File: src/rtl/gpu_frame_writer_if.sv
// Frame path bus between the GPU writer, the frame director and the back-buffer write port.
interface gpu_frame_writer_if;
   logic       gpu_start;
   logic       gpu_done;
   logic [9:0] gpu_x;
   logic [9:0] gpu_y;
   logic [3:0] gpu_data;
   logic       gpu_we;

   modport master (
      input  gpu_start,
      output gpu_done,
      output gpu_x,
      output gpu_y,
      output gpu_data,
      output gpu_we
   );

   modport slave (
      output gpu_start,
      input  gpu_done,
      input  gpu_x,
      input  gpu_y,
      input  gpu_data,
      input  gpu_we
   );
endinterface

File: src/rtl/gpu_frame_writer.sv
// Back-buffer renderer: full-screen clear followed by one clipped filled rectangle per frame.
module gpu_frame_writer #(
   parameter int unsigned H_RES = 320,
   parameter int unsigned V_RES = 240
) (
   input  logic                 clk,
   input  logic                 reset,
   gpu_frame_writer_if.master   fb,
   input  logic [3:0]           bg_color,
   input  logic [9:0]           rect_x0,
   input  logic [9:0]           rect_y0,
   input  logic [9:0]           rect_x1,
   input  logic [9:0]           rect_y1,
   input  logic [3:0]           rect_color,
   output logic [15:0]          frame_count
);

   localparam logic [9:0] XMax = 10'(H_RES - 1);
   localparam logic [9:0] YMax = 10'(V_RES - 1);

   typedef enum logic [1:0] {StDone, StClear, StRect, StFinish} state_e;

   state_e      state_q, state_d;
   logic        start_meta_q, start_s_q;
   logic [9:0]  x_q, x_d, y_q, y_d;
   logic [3:0]  data_q, data_d;
   logic        we_q, we_d;
   logic        done_q, done_d;
   logic [15:0] count_q, count_d;
   logic [3:0]  rect_color_q, rect_color_d;
   logic [9:0]  x0_q, x0_d, y0_q, y0_d, cx1_q, cx1_d, cy1_q, cy1_d;
   logic        valid_q, valid_d;

   logic [9:0]  clip_x1, clip_y1;

   // Clip against the frame edges so every write lands inside the buffer.
   assign clip_x1 = (rect_x1 > XMax) ? XMax : rect_x1;
   assign clip_y1 = (rect_y1 > YMax) ? YMax : rect_y1;

   always_ff @(posedge clk or negedge reset) begin
      if (!reset) begin
         start_meta_q <= 1'b0;
         start_s_q    <= 1'b0;
      end else begin
         start_meta_q <= fb.gpu_start;
         start_s_q    <= start_meta_q;
      end
   end

   always_ff @(posedge clk or negedge reset) begin
      if (!reset) begin
         state_q      <= StDone;
         x_q          <= '0;
         y_q          <= '0;
         data_q       <= '0;
         we_q         <= 1'b0;
         done_q       <= 1'b1;
         count_q      <= '0;
         rect_color_q <= '0;
         x0_q         <= '0;
         y0_q         <= '0;
         cx1_q        <= '0;
         cy1_q        <= '0;
         valid_q      <= 1'b0;
      end else begin
         state_q      <= state_d;
         x_q          <= x_d;
         y_q          <= y_d;
         data_q       <= data_d;
         we_q         <= we_d;
         done_q       <= done_d;
         count_q      <= count_d;
         rect_color_q <= rect_color_d;
         x0_q         <= x0_d;
         y0_q         <= y0_d;
         cx1_q        <= cx1_d;
         cy1_q        <= cy1_d;
         valid_q      <= valid_d;
      end
   end

   always_comb begin
      state_d      = state_q;
      x_d          = x_q;
      y_d          = y_q;
      data_d       = data_q;
      we_d         = we_q;
      done_d       = done_q;
      count_d      = count_q;
      rect_color_d = rect_color_q;
      x0_d         = x0_q;
      y0_d         = y0_q;
      cx1_d        = cx1_q;
      cy1_d        = cy1_q;
      valid_d      = valid_q;

      unique case (state_q)
         StDone: begin
            we_d = 1'b0;
            if (start_s_q) begin
               rect_color_d = rect_color;
               x0_d         = rect_x0;
               y0_d         = rect_y0;
               cx1_d        = clip_x1;
               cy1_d        = clip_y1;
               valid_d      = (rect_x0 <= clip_x1) && (rect_y0 <= clip_y1);
               done_d       = 1'b0;
               we_d         = 1'b1;
               x_d          = '0;
               y_d          = '0;
               data_d       = bg_color;
               state_d      = StClear;
            end
         end
         StClear: begin
            if (x_q == XMax) begin
               if (y_q == YMax) begin
                  if (valid_q) begin
                     x_d     = x0_q;
                     y_d     = y0_q;
                     data_d  = rect_color_q;
                     state_d = StRect;
                  end else begin
                     we_d    = 1'b0;
                     state_d = StFinish;
                  end
               end else begin
                  x_d = '0;
                  y_d = y_q + 10'd1;
               end
            end else begin
               x_d = x_q + 10'd1;
            end
         end
         StRect: begin
            if (x_q == cx1_q) begin
               if (y_q == cy1_q) begin
                  we_d    = 1'b0;
                  state_d = StFinish;
               end else begin
                  x_d = x0_q;
                  y_d = y_q + 10'd1;
               end
            end else begin
               x_d = x_q + 10'd1;
            end
         end
         StFinish: begin
            we_d = 1'b0;
            // Hold until the director withdraws start so one request renders once.
            if (!start_s_q) begin
               done_d  = 1'b1;
               count_d = count_q + 16'd1;
               state_d = StDone;
            end
         end
         default: state_d = StDone;
      endcase
   end

   assign fb.gpu_x     = x_q;
   assign fb.gpu_y     = y_q;
   assign fb.gpu_data  = data_q;
   assign fb.gpu_we    = we_q;
   assign fb.gpu_done  = done_q;
   assign frame_count  = count_q;

endmodule

File: src/flat_wrapper.sv
// flat-port wrapper written by rule: the top's interface ports become plain ports
module gpu_frame_writer_flat 
#(
   parameter int unsigned H_RES = 320,
   parameter int unsigned V_RES = 240
)
  (clk, reset, bg_color, rect_x0, rect_y0, rect_x1, rect_y1, rect_color, frame_count, fb_gpu_start, fb_gpu_done, fb_gpu_x, fb_gpu_y, fb_gpu_data, fb_gpu_we);
  gpu_frame_writer_if fb_i ();
  input  logic clk;
  input  logic reset;
  input  logic [3:0] bg_color;
  input  logic [9:0] rect_x0;
  input  logic [9:0] rect_y0;
  input  logic [9:0] rect_x1;
  input  logic [9:0] rect_y1;
  input  logic [3:0] rect_color;
  output logic [15:0] frame_count;
  input wire logic [$bits(fb_i.gpu_start)-1:0] fb_gpu_start;
  output wire logic [$bits(fb_i.gpu_done)-1:0] fb_gpu_done;
  output wire logic [$bits(fb_i.gpu_x)-1:0] fb_gpu_x;
  output wire logic [$bits(fb_i.gpu_y)-1:0] fb_gpu_y;
  output wire logic [$bits(fb_i.gpu_data)-1:0] fb_gpu_data;
  output wire logic [$bits(fb_i.gpu_we)-1:0] fb_gpu_we;
  assign fb_i.gpu_start = fb_gpu_start;
  assign fb_gpu_done = fb_i.gpu_done;
  assign fb_gpu_x = fb_i.gpu_x;
  assign fb_gpu_y = fb_i.gpu_y;
  assign fb_gpu_data = fb_i.gpu_data;
  assign fb_gpu_we = fb_i.gpu_we;
  gpu_frame_writer #(.H_RES(H_RES), .V_RES(V_RES)) u_core (.clk(clk), .reset(reset), .fb(fb_i), .bg_color(bg_color), .rect_x0(rect_x0), .rect_y0(rect_y0), .rect_x1(rect_x1), .rect_y1(rect_y1), .rect_color(rect_color), .frame_count(frame_count));
endmodule
File: config.mk
export PLATFORM = sky130hd
export DESIGN_NAME = gpu_frame_writer_flat
export DESIGN_NICKNAME = d
export VERILOG_FILES = /design/src/rtl/gpu_frame_writer_if.sv /design/src/rtl/gpu_frame_writer.sv /design/src/flat_wrapper.sv
export SDC_FILE = /design/constraint.sdc
export NUM_CORES = 1
export LEC_CHECK = 0
export BUFFER_PORTS_ARGS = -buffer_cell sky130_fd_sc_hd__buf_4
export CAP_MARGIN = 20
export CORE_MARGIN = 5
export CORE_UTILIZATION = 46
export CTS_BUF_LIST = sky130_fd_sc_hd__clkbuf_2 sky130_fd_sc_hd__clkbuf_4 sky130_fd_sc_hd__clkbuf_8
export CTS_CLUSTER_SIZE = 30
export DETAILED_ROUTE_END_ITERATION = 7
export PLACE_DENSITY = 0.68
export RECOVER_POWER = 100
export SLEW_MARGIN = 0
export SYNTH_ARGS = -nofsm -noshare
export SYNTH_HDL_FRONTEND = slang
export SYNTH_SLANG_ARGS = --single-unit
File: constraint.sdc
create_clock -name clk -period 7.64 [get_ports clk]
set_input_delay 0.382 -clock clk [delete_from_list [all_inputs] [get_ports clk]]
set_output_delay 0.382 -clock clk [all_outputs]
set_load 0.1 [all_outputs]
==> results of run 1 <==
-- Yosys cell counts (6+ instances only) --
cell	number	share of area [%]
dfrtp_1	90	45
a22o_1	12	2.1
nand3_1	20	2.0
xnor2_1	20	3.5
a21o_1	7	1.0
nor3_1	8	0.80
a31oi_1	6	0.75
nand2_1	44	3.3
and2_1	6	0.75
xor2_1	18	3.1
and3_1	7	0.87
o21ai_0	33	3.3
a21oi_1	13	1.3
nor2_1	29	2.2
mux2_2	34	7.6
nand4_1	15	1.9
inv_1	19	1.4
clkbuf_1	13	0.97
ha_1	28	7.0
-- flip-flops by register name (all words and copies together) (netlist names), 4 cells and up --
signal and flops:
u_core.fb.gpu_data 4, u_core.x0_q 10, u_core.cy1_q 10, u_core.fb.gpu_y 10, u_core.frame_count 16, u_core.y0_q 10, u_core.fb.gpu_x 10, u_core.cx1_q 10
u_core.rect_color_q 4
-- metrics by stage --
step | util (%) | std cells
6_report | 54.6 | 730
3_5_place_dp | 54.5 | 713
4_1_cts | 56.4 | 730
3_3_place_gp | 54.5 | 713
2_1_floorplan | - | 495
5_1_grt | 54.6 | 730
-- cells by family after synthesis --
family / Yosys count
xor+xnor: 38
other cells: 1
fa+ha+maj: 28
simple gates: 157
flops: 91
buf+inv: 37
compound gates: 105
mux: 36
-- path summary, 6_finish.rpt --
kind                                     startpoint                     to  slack, ns  cells past startpoint
worst max-delay path             u_core.fb.gpu_x[0]     u_core.fb.gpu_y[4]       4.11                      7
worst min-delay path                   fb_gpu_start    u_core.start_meta_q       0.13                      1
worst max register to register   u_core.fb.gpu_x[0]     u_core.fb.gpu_y[4]       4.11                      7
worst min register to register  u_core.start_meta_q       u_core.start_s_q       0.38                      0
max in group asynchronous                     reset        u_core.cx1_q[2]       5.14                      3
min in group asynchronous                     reset  u_core.frame_count[8]       0.91                      2
-- report_power, final --
group | switching [uW] | total, uW | leakage [uW] | internal (uW)
Sequential | 129 | 765 | 0.00115 | 636
Combinational | 644 | 951 | 0.00137 | 307
Clock | 180 | 340 | 0.0000930 | 160
-- cell type report --
class | count | area [sq um]
multi-input combinational | 367 | 2590
timing repair buffer | 97 | 558
clock inverter | 5 | 61.3
tap | 140 | 175
fill | 1005 | 4870
inverter | 19 | 71.3
sequential | 91 | 2280
clock buffer | 11 | 139
-- routing by layer --
layer  GRT usage (%)  part of all wire, %  up-vias
li1                -                    -     1961
met3            5.44                  6.8       12
met1            29.0                   47     1935
met2            30.6                   45      134
met4            4.91                 0.88        0
met5               0                    0        -
==> qor.yml, run 1 <==
die_w_um: 114
die_area_sq_um: 13100
holdBufCountCts: 1
place_area_sq_um: 5850
start_util_pct: 46.7
status: "complete, but fails checks"
finalCritPeriodShare_pct: 46.2
seq_area_frac_synth_pct: 45.4
htree_num_levels: 3
synth_top_family_by_area: "simple AND/OR/NAND/NOR gates"
crit_required_ns: 7.95
path_clk_slew_ns: 0.09
synthDistinctLibCells: 54
coreArea_sq_um: 10700
p_leak_uw: 0.00261
place.port_buffers: 92
netlist_area_sq_um: 5020
cp_max_fo: 9
fin_skew_ns: 0.0160
syn_area_per_cell_sq_um: 10.2
grt_pass1_vias: 4047
pre_cts_ws_ns: 4.69
drive_gt1_share_pct: 17.8
std_cell_rows: 38
gp_congestion: 0.889
gr-usage-all-layers_pct: 20.2
max_freq_mhz: 283
finalSetupTns_ns: 0
io_pins: 93
clock_sinks: 91
vias_per_cell: 5.54
synth_edf_count: 0
grt_first_pass_wirelength_um: 20800
wl_um: 12700
clk_root_buffer_cell: "clkbuf_8"
slowest_delay_ns: 1.06
synth-xor-area-share_pct: 6.63
critPathArrivalTime_ns: 3.84
ys_ff_latch: 91
final_area_sq_um: 5870
cts_buffers: 9
worstSetupPathType: "reg -> reg"
dr_total_vias: 4042
grt_max_degree: 64
irDropWorstVdd_uv: 333
die_h_um: 114
clk_path_buf_depth: 2
cts_resized: 0
min_period_ns: 3.53
yosysWarnings: 0
holdCritPathClass: "in -> reg"
synth_compound_area_share_pct: 13.9
slew_headroom_pct: -8.12
antenna_left: 0
hold_viol_final: 0
synthSimpleGateAreaFrac_pct: 16.2
wl_per_cell_um: 17.3
power_uw: 2060
synthToLayoutAreaGrowth_pct: 17.0
nets: 664
failed_checks: "capacitance limit, slew limit"
drtPass1Iterations: 5
layout_common_cells: "dfrtp_1 (90), buf_4 (49), clkbuf_1 (46), nand2_1 (44), mux2_2 (34)"
insertedDiodeCount: 0
crit_path_start_kind: "flip-flop"
muxShareOfSynthArea_pct: 8.03
final_common_cell: "dfrtp_1"
synth_cells: 493
crit_chain: "ha_1 -> nand3_1 -> or4_1 -> a22o_1 -> nor4b_1 -> and2_0 -> a22o_1"
rsz0062_at_grt: "false"
crit_top_cell: "a22o_1"
ys.flop_type: "dfrtp_1"
antenna_found_initial: 0
drt_iter0_drc: 281
synth_fa_ha_area_share_pct: 6.98
powerDensity_nw_per_um2: 350
postCtsSetupBuffers: 0
crit_family: "simple AND/OR/NAND/NOR gates"
tightest_slew_ns: 1.62
path_buf_inv: 0
slowest_stage: "nor4b_1"
layout_setup_ws_ns: 4.11
cts_tree: "yes"
async_flop_share_pct: 100
gr-total-overflow: 0
max_cap_violations: 3
clk_latency_ns: 0.38
setup_violations: 0
slew_viol_final: 97
post-route-drc-count: 0
crit_path_end_kind: "flip-flop"
post-dp-hpwl_um: 9500
hold_ws_ns: 0.131
(Power assumes the default switching activity.)
==> inputs of run 2 (changes only) <==
Settings changed: ABC_AREA set to 1, PLACE_DENSITY 0.68 to 0.7.
Clock period 7.64 ns to 3.1 ns, I/O delays scaled along.
==> run 2 against run 1 <==
  * The run still ends with capacitance limit, slew limit left
  * Largest cell class unchanged
  * Global-route usage fell by 0.80 points
  * Sequential share of layout area is 5.0 points lower
  * Critical path type unchanged
  * Sequential cell count is the same
  * Synthesized cell count up 57%
  * Clock power increased by 130%
  * Synthesized area is 14% higher
  * Utilization up 1.0 points
  * Via count increased by 27%
  * Hold slack got worse by 0.13 ns
  * Cell area is 15% higher
  * Sequential power grew 140%
==> qor.yml, run 2 <==
p_leak_uw: 0.00344  # was 0.00261 uW
cts_buffers: 9  # unchanged
rsz0062_at_grt: "false"  # unchanged
ys.flop_type: "dfrtp_1"  # unchanged
hold_depth: 3  # was 1
crit_path_end_kind: "flip-flop"  # unchanged
holdCritPathClass: "in -> reg"  # unchanged
largest_reg_flops: 16  # unchanged
crit_top_cell: "nand2_1"  # was a22o_1
yosysWarnings: 0  # unchanged
hold_path_startpoint: "rect_x0[7]"  # was fb_gpu_start
irDropWorstVdd_uv: 293  # was 333 uV
die_h_um: 122  # was 114 um
start_util_pct: 47.3  # was 46.7%
gr-usage-all-layers_pct: 19.4  # was 20.2%
holdBufCountCts: 19  # was 1
async_flop_share_pct: 100  # unchanged
die_w_um: 122  # was 114 um
seq_area_frac_synth_pct: 39.8  # was 45.4%
die_area_sq_um: 14800  # was 13100 sq um
slew_viol_final: 33  # was 97
post-route-util_pct: 55.7  # was 54.6%
post-route-drc-count: 0  # unchanged
fill_cells: 1250  # was 1005
drive_gt1_share_pct: 12.4  # was 17.8%
setup_violations: 0  # unchanged
slowest_stage: "dfrtp_1"  # was nor4b_1
final_common_cell: "nand2_1"  # was dfrtp_1
worstRegToRegCells: 10  # was 7
crit_chain: "ha_1 -> nand2_1 -> nor2_4 -> nand3_1 -> o21ai_2 -> nand2_1 -> nand2_1 -> nor2_2 -> nand2_1 -> nand2_1"  # was ha_1 -> nand3_1 -> or4_1 -> a22o_1 -> nor4b_1 -> and2_0 -> a22o_1
antenna_found_initial: 0  # unchanged
grt_first_pass_wirelength_um: 22900  # was 20800 um
placed_cells: 1020  # was 713
finalSetupTns_ns: 0  # unchanged
synthDistinctLibCells: 42  # was 54
ys_ff_latch: 91  # unchanged
slew_headroom_pct: -21.3  # was -8.12%
cts_resized: 0  # unchanged
synth_common_cells: "nand2_1 (273), dfrtp_1 (90), inv_1 (79)"  # was dfrtp_1 (90), nand2_1 (44), mux2_2 (34)
drtPass1Iterations: 6  # was 5
powerDensity_nw_per_um2: 729  # was 350 nW/um^2
crit_path_start_kind: "flip-flop"  # unchanged
slowest_delay_ns: 0.42  # was 1.06 ns
rr_startpoint: "u_core.fb.gpu_y[1]"  # was u_core.fb.gpu_x[0]
place.port_buffers: 92  # unchanged
final_cells: 1056  # was 730
holdPathEnd: "u_core.x0_q[7]"  # was u_core.start_meta_q
clk_latency_ns: 0.39  # was 0.38 ns
clk_path_buf_depth: 2  # unchanged
max_cap_violations: 1  # was 3
grt_pass1_vias: 4681  # was 4047
finalCritPeriodShare_pct: 79.5  # was 46.2%
fin_skew_ns: 0.0131  # was 0.0160 ns
synth_cells: 774  # was 493
post-dp-hpwl_um: 10600  # was 9500 um
path_clk_slew_ns: 0.10  # was 0.09 ns
io_pins: 93  # unchanged
wl_per_cell_um: 13.4  # was 17.3 um
worstSetupPathType: "reg -> reg"  # unchanged
cts_tree: "yes"  # unchanged
postCtsSetupBuffers: 0  # unchanged
syn_area_per_cell_sq_um: 7.39  # was 10.2 sq um
reg2reg_to: "u_core.fb.gpu_x[1]"  # was u_core.fb.gpu_y[4]
nets: 962  # was 664
synth.area.top_cells: "dfrtp_1 (39%), nand2_1 (18%), ha_1 (6.1%)"  # was dfrtp_1 (45%), mux2_2 (7.6%), ha_1 (7.0%)
failed_checks: "capacitance limit, slew limit"  # unchanged
yosys.area.top_type: "dfrtp_1"  # unchanged
clock_sinks: 91  # unchanged
crit_required_ns: 3.38  # was 7.95 ns
min_period_ns: 2.46  # was 3.53 ns
synthToLayoutAreaGrowth_pct: 17.8  # was 17.0%
grt_max_degree: 83  # was 64
gp_congestion: 0.913  # was 0.889
yosysMostFrequentCell: "nand2_1"  # was dfrtp_1
antenna_left: 0  # unchanged
cp_max_fo: 14  # was 9
gr-total-overflow: 0  # unchanged
max_freq_mhz: 406  # was 283 MHz
insertedDiodeCount: 0  # unchanged
drt_iter0_drc: 348  # was 281
coreArea_sq_um: 12100  # was 10700 sq um
wl_um: 14200  # was 12700 um
tightest_slew_ns: 1.82  # was 1.62 ns
r2r_slack_ns: 0.64  # was 4.11 ns
synth_edf_count: 0  # unchanged
vias_per_cell: 4.87  # was 5.54
std_cell_rows: 40  # was 38
synth_top_area_share_pct: 39.4  # was 44.9%
critPathArrivalTime_ns: 2.74  # was 3.84 ns
htree_num_levels: 3  # unchanged
clk_root_buffer_cell: "clkbuf_8"  # unchanged
layout_common_cells: "nand2_1 (274), dfrtp_1 (90), inv_1 (79), o21ai_0 (59), nor2_1 (59)"  # was dfrtp_1 (90), buf_4 (49), clkbuf_1 (46), nand2_1 (44), mux2_2 (34)
dr_total_vias: 5139  # was 4042
status: "complete, but fails checks"  # unchanged
netlist_area_sq_um: 5720  # was 5020 sq um
hold_viol_final: 0  # unchanged
[run 2: area by class of cell]
type | count | area (sq um) | share of cell area (%)
Sequential cell | 91 | 2280 | 33.8
Timing Repair Buffer | 117 | 774 | 11.5
Clock inverter | 7 | 72.6 | 1.08
Clock buffer | 9 | 124 | 1.84
Tap cell | 168 | 210 | 3.12
Inverter | 89 | 334 | 4.96
Multi-Input combinational cell | 575 | 2950 | 43.7
[run 2: report_power, final]
group / switching, uW / internal [uW]
clock: 485 / 313
sequential: 267 / 1550
combinational: 1700 / 599
[run 2: how the worst max path moves through the flow]
stage	startpoint	end	slack, ns
detailed placement	u_core.fb.gpu_y[1]	u_core.fb.gpu_x[1]	0.84
floorplan	u_core.fb.gpu_y[1]	u_core.fb.gpu_y[7]	0.66
finish	u_core.fb.gpu_y[1]	u_core.fb.gpu_x[1]	0.64
CTS	u_core.fb.gpu_y[1]	u_core.fb.gpu_x[1]	0.81
global placement	u_core.fb.gpu_y[1]	u_core.fb.gpu_x[3]	0.93
global route	u_core.fb.gpu_y[1]	u_core.fb.gpu_x[3]	0.37
[run 2: kinds of logic (layout without fill, tap and decap cells)]
| kind of cell | Yosys count | count (layout) | share of synthesized area, % |
|---|---|---|---|
| AND/OR/NAND/NOR | 420 | 420 | 32.2 |
| buffers and inverters | 110 | 222 | 7.85 |
| AO/OA/AOI/OAI | 97 | 97 | 9.77 |
| flip-flops | 91 | 91 | 39.8 |
| adder cells (fa/ha/maj) | 28 | 28 | 6.12 |
| XOR/XNOR | 23 | 23 | 3.52 |
| multiplexers | 4 | 4 | 0.700 |
| other | 1 | 3 | 0.0655 |
[run 2: metrics by stage]
step	hold slack [ns]	area [sq um]	setup slack, ns	total power [uW]
2_1_floorplan	-0.141	5730	0.664	3650
3_3_place_gp	0.278	6550	0.930	4180
3_5_place_dp	0.279	6550	0.836	4230
4_1_cts	0.000539	6940	0.807	5050
5_1_grt	0.0251	6740	0.366	5290
6_report	0.00308	6740	0.637	4920
[run 2: routing by layer]
metal / vias to the layer above / track usage (%) / part of all wire (%)
met5: - / 0 / 0
met4: 0 / 4.48 / 1.0
met3: 11 / 4.04 / 6.1
met2: 138 / 30.9 / 45
met1: 2331 / 27.4 / 48
li1: 2659 / - / -
[run 2: critical path: cells and delay by family, from the launching register on]
kind	cells	cell delay [ns]
compound gates	1	0.31
fa+ha+maj	1	0.21
flops	1	0.42
simple gates	8	1.41
==> inputs of run 3 (changes only) <==
Settings changed: PLACE_DENSITY 0.7 to 0.67.
Clock period 3.1 ns to 2.3 ns, I/O delays scaled along.
==> run 3 against run 2 <==
  * The run now ends clean
  * Sequential cell count is the same
  * Clock power is 25% higher
  * Total power increased by 35%
  * Via count is 3.1% higher
  * Die area unchanged
  * Register-to-register slack got worse by 0.42 ns
  * Cell count grew 0.57%
  * Combinational power rose by 37%
  * Critical endpoint is now u_core.fb.gpu_x[3]
  * Highest routed layer unchanged
==> qor.yml, run 3 (synthesized netlist as in run 2, its figures left out) <==
post-route-drc-count: 0  # unchanged
post-dp-hpwl_um: 11100  # was 10600 um
cts_buffers: 9  # unchanged
crit_path_end_kind: "flip-flop"  # unchanged
min_period_ns: 2.08  # was 2.46 ns
fill_cells: 1177  # was 1250
die_w_um: 122  # unchanged
crit_required_ns: 2.57  # was 3.38 ns
grt_first_pass_wirelength_um: 24500  # was 22900 um
fin_skew_ns: 0.0133  # was 0.0131 ns
hold_path_startpoint: "rect_x1[4]"  # was rect_x0[7]
cts_tree: "yes"  # unchanged
largest_reg_flops: 16  # unchanged
finalCritPeriodShare_pct: 90.4  # was 79.5%
drive_gt1_share_pct: 13.5  # was 12.4%
crit_path_start_kind: "flip-flop"  # unchanged
io_pins: 93  # unchanged
clk_root_buffer_cell: "clkbuf_8"  # unchanged
dr_total_vias: 5299  # was 5139
setup_violations: 0  # unchanged
tightest_slew_ns: 1.21  # was 1.82 ns
hold_ws_ns: 0.0200  # was 0.00308 ns
powerDensity_nw_per_um2: 973  # was 729 nW/um^2
grt_max_degree: 50  # was 83
insertedDiodeCount: 0  # unchanged
r2r_slack_ns: 0.22  # was 0.64 ns
antenna_left: 0  # unchanged
pre_cts_ws_ns: 0.267  # was 0.836 ns
final_area_sq_um: 6800  # was 6740 sq um
std_cell_rows: 40  # unchanged
clk_path_buf_depth: 2  # unchanged
gr-usage-all-layers_pct: 20.7  # was 19.4%
drtPass1Iterations: 5  # was 6
die_area_sq_um: 14800  # unchanged
antenna_found_initial: 0  # unchanged
hold_viol_final: 0  # unchanged
gr-total-overflow: 0  # unchanged
max_freq_mhz: 481  # was 406 MHz
p_leak_uw: 0.00347  # was 0.00344 uW
rsz0062_at_grt: "false"  # unchanged
layout_setup_ws_ns: 0.220  # was 0.637 ns
coreArea_sq_um: 12100  # unchanged
reg2reg_to: "u_core.fb.gpu_x[3]"  # was u_core.fb.gpu_x[1]
clk_latency_ns: 0.38  # was 0.39 ns
grt_pass1_vias: 5104  # was 4681
final_common_cell: "nand2_1"  # unchanged
cp_max_fo: 13  # was 14
nets: 970  # was 962
place.port_buffers: 92  # unchanged
gp_congestion: 0.885  # was 0.913
critPathArrivalTime_ns: 2.35  # was 2.74 ns
postCtsSetupBuffers: 0  # unchanged
irDropWorstVdd_uv: 448  # was 293 uV
drt_iter0_drc: 317  # was 348
finalSetupTns_ns: 0  # unchanged
worstRegToRegCells: 10  # unchanged
die_h_um: 122  # unchanged
place_area_sq_um: 6600  # was 6550 sq um
max_cap_violations: 0  # was 1
synthToLayoutAreaGrowth_pct: 18.8  # was 17.8%
layout_common_cells: "nand2_1 (275), dfrtp_1 (86), inv_1 (79), o21ai_0 (59), nor2_1 (58)"  # was nand2_1 (274), dfrtp_1 (90), inv_1 (79), o21ai_0 (59), nor2_1 (59)
clock_sinks: 91  # unchanged
slew_viol_final: 0  # was 33
status: "finished clean"  # was complete, but fails checks
worstSetupPathType: "reg -> reg"  # unchanged
rr_startpoint: "u_core.fb.gpu_x[0]"  # was u_core.fb.gpu_y[1]
slew_headroom_pct: 19.7  # was -21.3%
wl_um: 14600  # was 14200 um
post-route-util_pct: 56.1  # was 55.7%
wl_per_cell_um: 13.8  # was 13.4 um
holdCritPathClass: "in -> reg"  # unchanged
htree_num_levels: 3  # unchanged
vias_per_cell: 4.99  # was 4.87
hold_depth: 3  # unchanged
start_util_pct: 47.3  # unchanged
path_clk_slew_ns: 0.08  # was 0.10 ns
holdPathEnd: "u_core.cx1_q[4]"  # was u_core.x0_q[7]
[run 3: worst max-delay path by stage]
stage               cells past startpoint  slack (ns)                  to                from
floorplan                              10        0.05  u_core.fb.gpu_y[7]  u_core.fb.gpu_y[2]
global placement                       13        0.37      u_core.valid_q          rect_x1[7]
detailed placement                     12        0.27      u_core.valid_q          rect_x1[7]
CTS                                    10        0.28  u_core.fb.gpu_x[3]  u_core.fb.gpu_x[0]
global route                           10        0.06   u_core.state_q[1]  u_core.fb.gpu_x[0]
finish                                 10        0.22  u_core.fb.gpu_x[3]  u_core.fb.gpu_x[0]
[run 3: repair_timing]
item,CTS,global route
gates resized for setup,0,0
hold endpoints to repair,64,0
hold buffers,24,0
[run 3: layer usage]
layer	vias up	wire, um	part of all wire [%]	global-route usage (%)
li1	2672	-	-	-
met1	2467	6800	46	28.3
met3	24	816	5.6	5.06
met2	136	6710	46	32.4
met4	0	311	2.1	6.86
met5	-	0	0	0
[run 3: layout make-up]
| type | count | area [sq um] | share of cell area (%) |
|---|---|---|---|
| multi-input combinational | 575 | 2970 | 43.7 |
| clock buffer | 12 | 159 | 2.34 |
| tap | 168 | 210 | 3.09 |
| sequential | 91 | 2280 | 33.6 |
| clock inverter | 2 | 12.5 | 0.184 |
| inverter | 89 | 334 | 4.91 |
| timing repair buffer | 125 | 831 | 12.2 |
[run 3: critical path, cell delays in order, from the launching register on]
cell,delay (ns)
dfrtp_2,0.45
ha_1,0.18
nand2_1,0.13
nor2_4,0.19
nand4_4,0.16
inv_1,0.30
o21ai_0,0.20
o211ai_1,0.12
nand2_1,0.10
nand2_1,0.08
nand2_1,0.05
[run 3: per-stage QoR]
stage / total power [uW] / std cells
6_report: 6610 / 1062
5_1_grt: 7160 / 1062
4_1_cts: 6810 / 1062
3_5_place_dp: 5750 / 1024
3_3_place_gp: 5660 / 1024
2_1_floorplan: 4930 / 776
[run 3: power by group]
group	leakage (uW)	internal (uW)	switching, uW	total, uW
Sequential	0.00116	2090	376	2470
Combinational	0.00222	830	2310	3140
Clock	0.0000877	451	550	1000
